<file path="src/rtl/tvf_writeback_packer_pkg.sv">
// Shared sizing helpers and {t, v, f} entry field offsets for the writeback packer
// and the matching T-reload unpacker.
package tvf_writeback_packer_pkg;

  localparam int T_BITS_DEF     = 2;
  localparam int VEF_BITS_DEF   = 12;
  localparam int SRAM_WORD_DEF  = 104;
  localparam int FIFO_DEPTH_DEF = 2;

  localparam int F_LSB = 0;

  function automatic int entry_width(input int t_bits, input int vef_bits);
    return t_bits + 2 * vef_bits;
  endfunction

  function automatic int entries_per_word(input int word_bits, input int entry_w);
    return word_bits / entry_w;
  endfunction

  function automatic int v_lsb(input int vef_bits);
    return vef_bits;
  endfunction

  function automatic int t_lsb(input int vef_bits);
    return 2 * vef_bits;
  endfunction

endpackage

</file>
<file path="src/rtl/tvf_writeback_packer_fifo.sv">
// Small synchronous FIFO for completed SRAM words; head is read combinationally.
module sync_word_fifo #(
  parameter int WIDTH = 8,
  parameter int DEPTH = 2
) (
  input  logic                       clk,
  input  logic                       rst_n,
  input  logic                       clear,
  input  logic                       push,
  input  logic [WIDTH-1:0]           push_data,
  input  logic                       pop,
  output logic [WIDTH-1:0]           pop_data,
  output logic                       full,
  output logic                       empty,
  output logic [$clog2(DEPTH):0]     count
);

  localparam int AW = $clog2(DEPTH);

  logic [WIDTH-1:0] mem [DEPTH];
  logic [AW-1:0]    wr_ptr;
  logic [AW-1:0]    rd_ptr;

  always_ff @(posedge clk or negedge rst_n) begin
    if (!rst_n) begin
      wr_ptr <= '0;
      rd_ptr <= '0;
      count  <= '0;
    end else if (clear) begin
      wr_ptr <= '0;
      rd_ptr <= '0;
      count  <= '0;
    end else begin
      if (push) wr_ptr <= wr_ptr + 1'b1;
      if (pop)  rd_ptr <= rd_ptr + 1'b1;
      case ({push, pop})
        2'b10:   count <= count + 1'b1;
        2'b01:   count <= count - 1'b1;
        default: count <= count;
      endcase
    end
  end

  // Storage needs no reset; the consumer gates the head with empty.
  always_ff @(posedge clk) begin
    if (push && !clear) mem[wr_ptr] <= push_data;
  end

  assign pop_data = mem[rd_ptr];
  assign full     = (count == (AW+1)'(DEPTH));
  assign empty    = (count == '0);

endmodule

</file>
<file path="src/rtl/tvf_writeback_packer.sv">
// Packs (t, v, f) entries into SRAM words, queues completed words and streams them
// out; a partial word is zero-padded and flushed when the pass ends.
module tvf_writeback_packer
  import tvf_writeback_packer_pkg::*;
#(
  parameter int T_BITS     = T_BITS_DEF,
  parameter int VEF_BITS   = VEF_BITS_DEF,
  parameter int SRAM_WORD  = SRAM_WORD_DEF,
  parameter int FIFO_DEPTH = FIFO_DEPTH_DEF
) (
  input  logic                 clk,
  input  logic                 rst_n,
  input  logic                 i_clear,
  input  logic                 i_valid,
  output logic                 o_ready,
  input  logic [T_BITS-1:0]    i_t,
  input  logic [VEF_BITS-1:0]  i_v,
  input  logic [VEF_BITS-1:0]  i_f,
  input  logic                 i_last,
  output logic                 o_send,
  input  logic                 i_send_ready,
  output logic [SRAM_WORD-1:0] o_send_data,
  output logic                 o_send_last,
  output logic                 o_done
);

  localparam int ENTRY_W = entry_width(T_BITS, VEF_BITS);
  localparam int EPW     = entries_per_word(SRAM_WORD, ENTRY_W);
  localparam int SLOT_W  = (EPW > 1) ? $clog2(EPW) : 1;
  localparam int CNT_W   = $clog2(FIFO_DEPTH) + 1;

  generate
    if (EPW == 0) begin : g_bad_epw
      $error("tvf_writeback_packer: SRAM_WORD too narrow for one entry");
    end
  endgenerate

  logic [SLOT_W-1:0]    slot;
  logic [SRAM_WORD-1:0] asm_word;
  logic [SRAM_WORD-1:0] next_word;
  logic [ENTRY_W-1:0]   entry;
  logic                 accept, word_done, push, pop;
  logic                 fifo_full, fifo_empty;
  logic [SRAM_WORD:0]   fifo_head;
  logic [CNT_W-1:0]     fifo_count;

  always_comb begin
    entry = '0;
    entry[F_LSB +: VEF_BITS]            = i_f;
    entry[v_lsb(VEF_BITS) +: VEF_BITS]  = i_v;
    entry[t_lsb(VEF_BITS) +: T_BITS]    = i_t;
  end

  always_comb begin
    next_word = asm_word;
    for (int k = 0; k < EPW; k++) begin
      if (slot == SLOT_W'(k)) next_word[k*ENTRY_W +: ENTRY_W] = entry;
    end
  end

  assign o_ready   = !fifo_full;
  assign accept    = i_valid & o_ready;
  assign word_done = (slot == SLOT_W'(EPW - 1)) | i_last;
  assign push      = accept & word_done & !i_clear;
  assign pop       = o_send & i_send_ready & !i_clear;

  always_ff @(posedge clk or negedge rst_n) begin
    if (!rst_n) begin
      slot     <= '0;
      asm_word <= '0;
      o_done   <= 1'b0;
    end else if (i_clear) begin
      slot     <= '0;
      asm_word <= '0;
      o_done   <= 1'b0;
    end else begin
      o_done <= pop & fifo_head[SRAM_WORD];
      if (accept) begin
        if (word_done) begin
          slot     <= '0;
          asm_word <= '0;
        end else begin
          slot     <= slot + 1'b1;
          asm_word <= next_word;
        end
      end
    end
  end

  sync_word_fifo #(
    .WIDTH (SRAM_WORD + 1),
    .DEPTH (FIFO_DEPTH)
  ) u_fifo (
    .clk       (clk),
    .rst_n     (rst_n),
    .clear     (i_clear),
    .push      (push),
    .push_data ({i_last, next_word}),
    .pop       (pop),
    .pop_data  (fifo_head),
    .full      (fifo_full),
    .empty     (fifo_empty),
    .count     (fifo_count)
  );

  assign o_send      = !fifo_empty;
  assign o_send_last = fifo_empty ? 1'b0 : fifo_head[SRAM_WORD];
  assign o_send_data = fifo_empty ? '0 : fifo_head[SRAM_WORD-1:0];

  a_count_bound: assert property (@(posedge clk) disable iff (!rst_n)
    fifo_count <= CNT_W'(FIFO_DEPTH));

endmodule

</file>
<file path="config.mk">
export PLATFORM = sky130hd
export DESIGN_NAME = tvf_writeback_packer
export DESIGN_NICKNAME = d
export VERILOG_FILES = /design/src/rtl/tvf_writeback_packer_pkg.sv /design/src/rtl/tvf_writeback_packer_fifo.sv /design/src/rtl/tvf_writeback_packer.sv
export SDC_FILE = /design/constraint.sdc
export NUM_CORES = 1
export LEC_CHECK = 0
export CAP_MARGIN = 25
export CELL_PAD_IN_SITES_DETAIL_PLACEMENT = 1
export CELL_PAD_IN_SITES_GLOBAL_PLACEMENT = 2
export CORE_MARGIN = 2
export CORE_UTILIZATION = 36
export DETAILED_ROUTE_END_ITERATION = 8
export PLACE_DENSITY = 0.76
export SLEW_MARGIN = 25
export SYNTH_ARGS = -nofsm -noshare
export SYNTH_HDL_FRONTEND = slang
export SYNTH_SLANG_ARGS = --single-unit
</file>
<file path="constraint.sdc">
create_clock -name clk -period 11.3 [get_ports clk]
set_input_delay 1.13 -clock clk [delete_from_list [all_inputs] [get_ports clk]]
set_output_delay 1.13 -clock clk [all_outputs]
set_load 0.005 [all_outputs]
</file>
==> metrics <==
global-route wire length before repair 51600 um; Place WS approximately 7.3 ns; PortBufs 139; Clk Latency, worst-skew pair about 0.52 ns; WL/cell 19.5 um; Post-Synth Adder-Cell Area 0.00356; Synth Instances 1018; flops & latches, synth roughly 320; initial drt markers between 300 and 400; die area a little over 40000 um2; clock tree from TritonCTS built; leakage power approximately 6.3 nW; Post-CTS Setup Bufs 0; top cells by area, synth edfxtp_1, dfrtp_1, mux2i_1; async set or reset register ratio after synthesis 0.346; via count a little over 8000; Tmin final between 4 and 5 ns; PD cells ~160 nW/um2; Synth top cells by count edfxtp_1, mux2i_1, mux2_2; Die H around 200 um; multiplexer share of the synthesized area 0.234; I/O pin count between 100 and 150; Final nets 1186; number of global-route vias before repair 8980; area grow syn2layout 22.1%; Final WS setup about 7.1 ns; number of remaining DRC errors 0; First-pass DRT Iterations 4; row cnt a little over 70; worst vdd ir 0.0000801 V; CP Class reg2out; GPL Wtd Cong 0.684; Chip Width approximately 200 um; Worst Path Max Fanout 39; Unique masters post-synth 36; ys flop type edfxtp_1; CTS Buf Count 37; largest net degree at the start of global routing ~80; Total Wirelength about 33000 um; area of the mapped netlist ~14000 um2; hpwl dp between 15000 and 20000 um; xor and xnor area share after synthesis 0.000622; fin. max-slew vios 0; # resized after CTS 0; CTS Sinks roughly 320; Worst Setup Start Kind register; FMAX between 200 and 250 MHz; Final setup viols 0; antenna violations before repair 0; core area between 30000 and 40000 um2; Synth top area share 0.448; top-count cell post-synth edfxtp_1; EDFF count, synth 210; Clock Skews between 0.01 and 0.015 ns; RSZ-0062 raised after global routing false; Max-slew headroom 0.353; final hold violation count 0; setup TNS 0 ns; Final Cycle Share 0.371; worst slew pin tran a little under 1 ns; CTS max path bufs 3; Worst Hold Class reg2reg; worst path arrival time between 3 and 4 ns; GRT overflow 0; YS warnings 0; outcome finished, final reports clean; layout cells sized above 1 0.175; total routing usage reported by global routing 0.164; Antenna Nets Post-Route 0; Via density a little under 5; largest family of logic cells by synthesized area multiplexers; Post-Synth Simple-Gate Area 0.0680; Synth Area per Inst about 14 um2; CP required 10.17 ns; Setup crit end kind primary output; Max Cap Viol 0; hold buffer count at CTS 0; Root Buffer Master clkbuf_16; Starting Density 0.364; ant diodes 0; most area-hungry cell type in the Yosys netlist edfxtp_1; syn nets 1054; H-tree depth 2; Reg clk slew, reported paths around 0.06 ns; Seq/Total Area, Yosys 0.645; Synth Area in Compound Gates 0.00524
## layer usage
layer | global-route usage | vias to the layer above | share of wire
li1 | - | 3790 | -
met1 | 0.210 | 4290 | 0.44
met2 | 0.292 | 136 | 0.51
met3 | 0.0245 | 41 | 0.034
met4 | 0.0357 | 0 | 0.016
met5 | 0 | - | 0
## layout make-up
cell class	instances	area, um2
tap	518	648
sequential	321	9090
multi-input combinational	557	4450
clock buffer	53	1090
clock inverter	14	126
inverter	82	308
timing repair buffer	151	1490
fill	3889	21500
## cells in the final DEF, fill, tap and decap left out, types with 5 or more instances in the layout
cell type / netlist / layout
mux2i_1: 183 / 183
buf_4: 3 / 11
edfxtp_1: 210 / 210
clkinv_2: 0 / 7
clkbuf_8: 0 / 6
clkbuf_1: 15 / 8
clkdlybuf4s50_1: 0 / 138
and2_1: 27 / 27
clkbuf_16: 0 / 39
mux2_2: 125 / 125
mux2_1: 5 / 5
nand2_1: 80 / 80
dfrtp_1: 111 / 110
inv_1: 81 / 81
nor2_1: 110 / 109
## path summary, 6_finish.rpt
check                              startpoint           endpoint  slack (ns)  cells past startpoint
worst min register to register   asm_word[84]       asm_word[84]        0.49                      1
worst min-delay path             asm_word[84]       asm_word[84]        0.49                      1
max in group asynchronous               rst_n       asm_word[48]        9.62                      2
worst max-delay path            u_fifo.rd_ptr        o_send_last        7.11                      4
min in group asynchronous               rst_n        asm_word[8]        0.53                      1
worst max register to register        slot[0]  u_fifo.mem[1][32]        8.09                      5
## worst max-delay path, stage by stage, from the launching register on
cell             delay (ns)
dfrtp_4                0.74
buf_4                  0.70
mux2i_1                0.47
nor2_1                 0.08
clkdlybuf4s50_1        0.49
## per-stage QoR
stage	area, um2	util	instances	hold WS, ns	power [W]
finish	17200	0.445	1696	0.488	0.00273
global route	17200	0.445	1696	0.513	0.00283
CTS	17200	0.445	1696	0.494	0.00277
detailed placement	16000	0.413	1629	0.481	0.00158
global placement	16000	0.413	1629	0.469	0.00158
floorplan	14100	-	1018	0.460	0.00146
## kinds of logic after synthesis
family | count (synthesis)
muxes | 313
buffers and inverters | 140
adders and majority gates | 4
AOI/OAI and AO/OA | 11
xor gates and xnor gates | 1
and+or+nand+nor | 228
DFF | 321
## flip-flops by register name, indices dropped and copies added (netlist names)
| register | flops |
|---|---|
| slot | 2 |
| u_fifo.mem | 210 |
| o_done | 1 |
| u_fifo.rd_ptr | 1 |
| u_fifo.count | 2 |
| asm_word | 104 |
| u_fifo.wr_ptr | 1 |
## power by group
part / switching (W) / internal, W / leakage (nW)
logic: 0.000137 / 0.000118 / 2.30
clock network: 0.000464 / 0.000716 / 0.597
registers: 0.0000139 / 0.00128 / 3.42
total: 0.000615 / 0.00212 / 6.32
No activity file was read; power rests on OpenSTA's default activity.
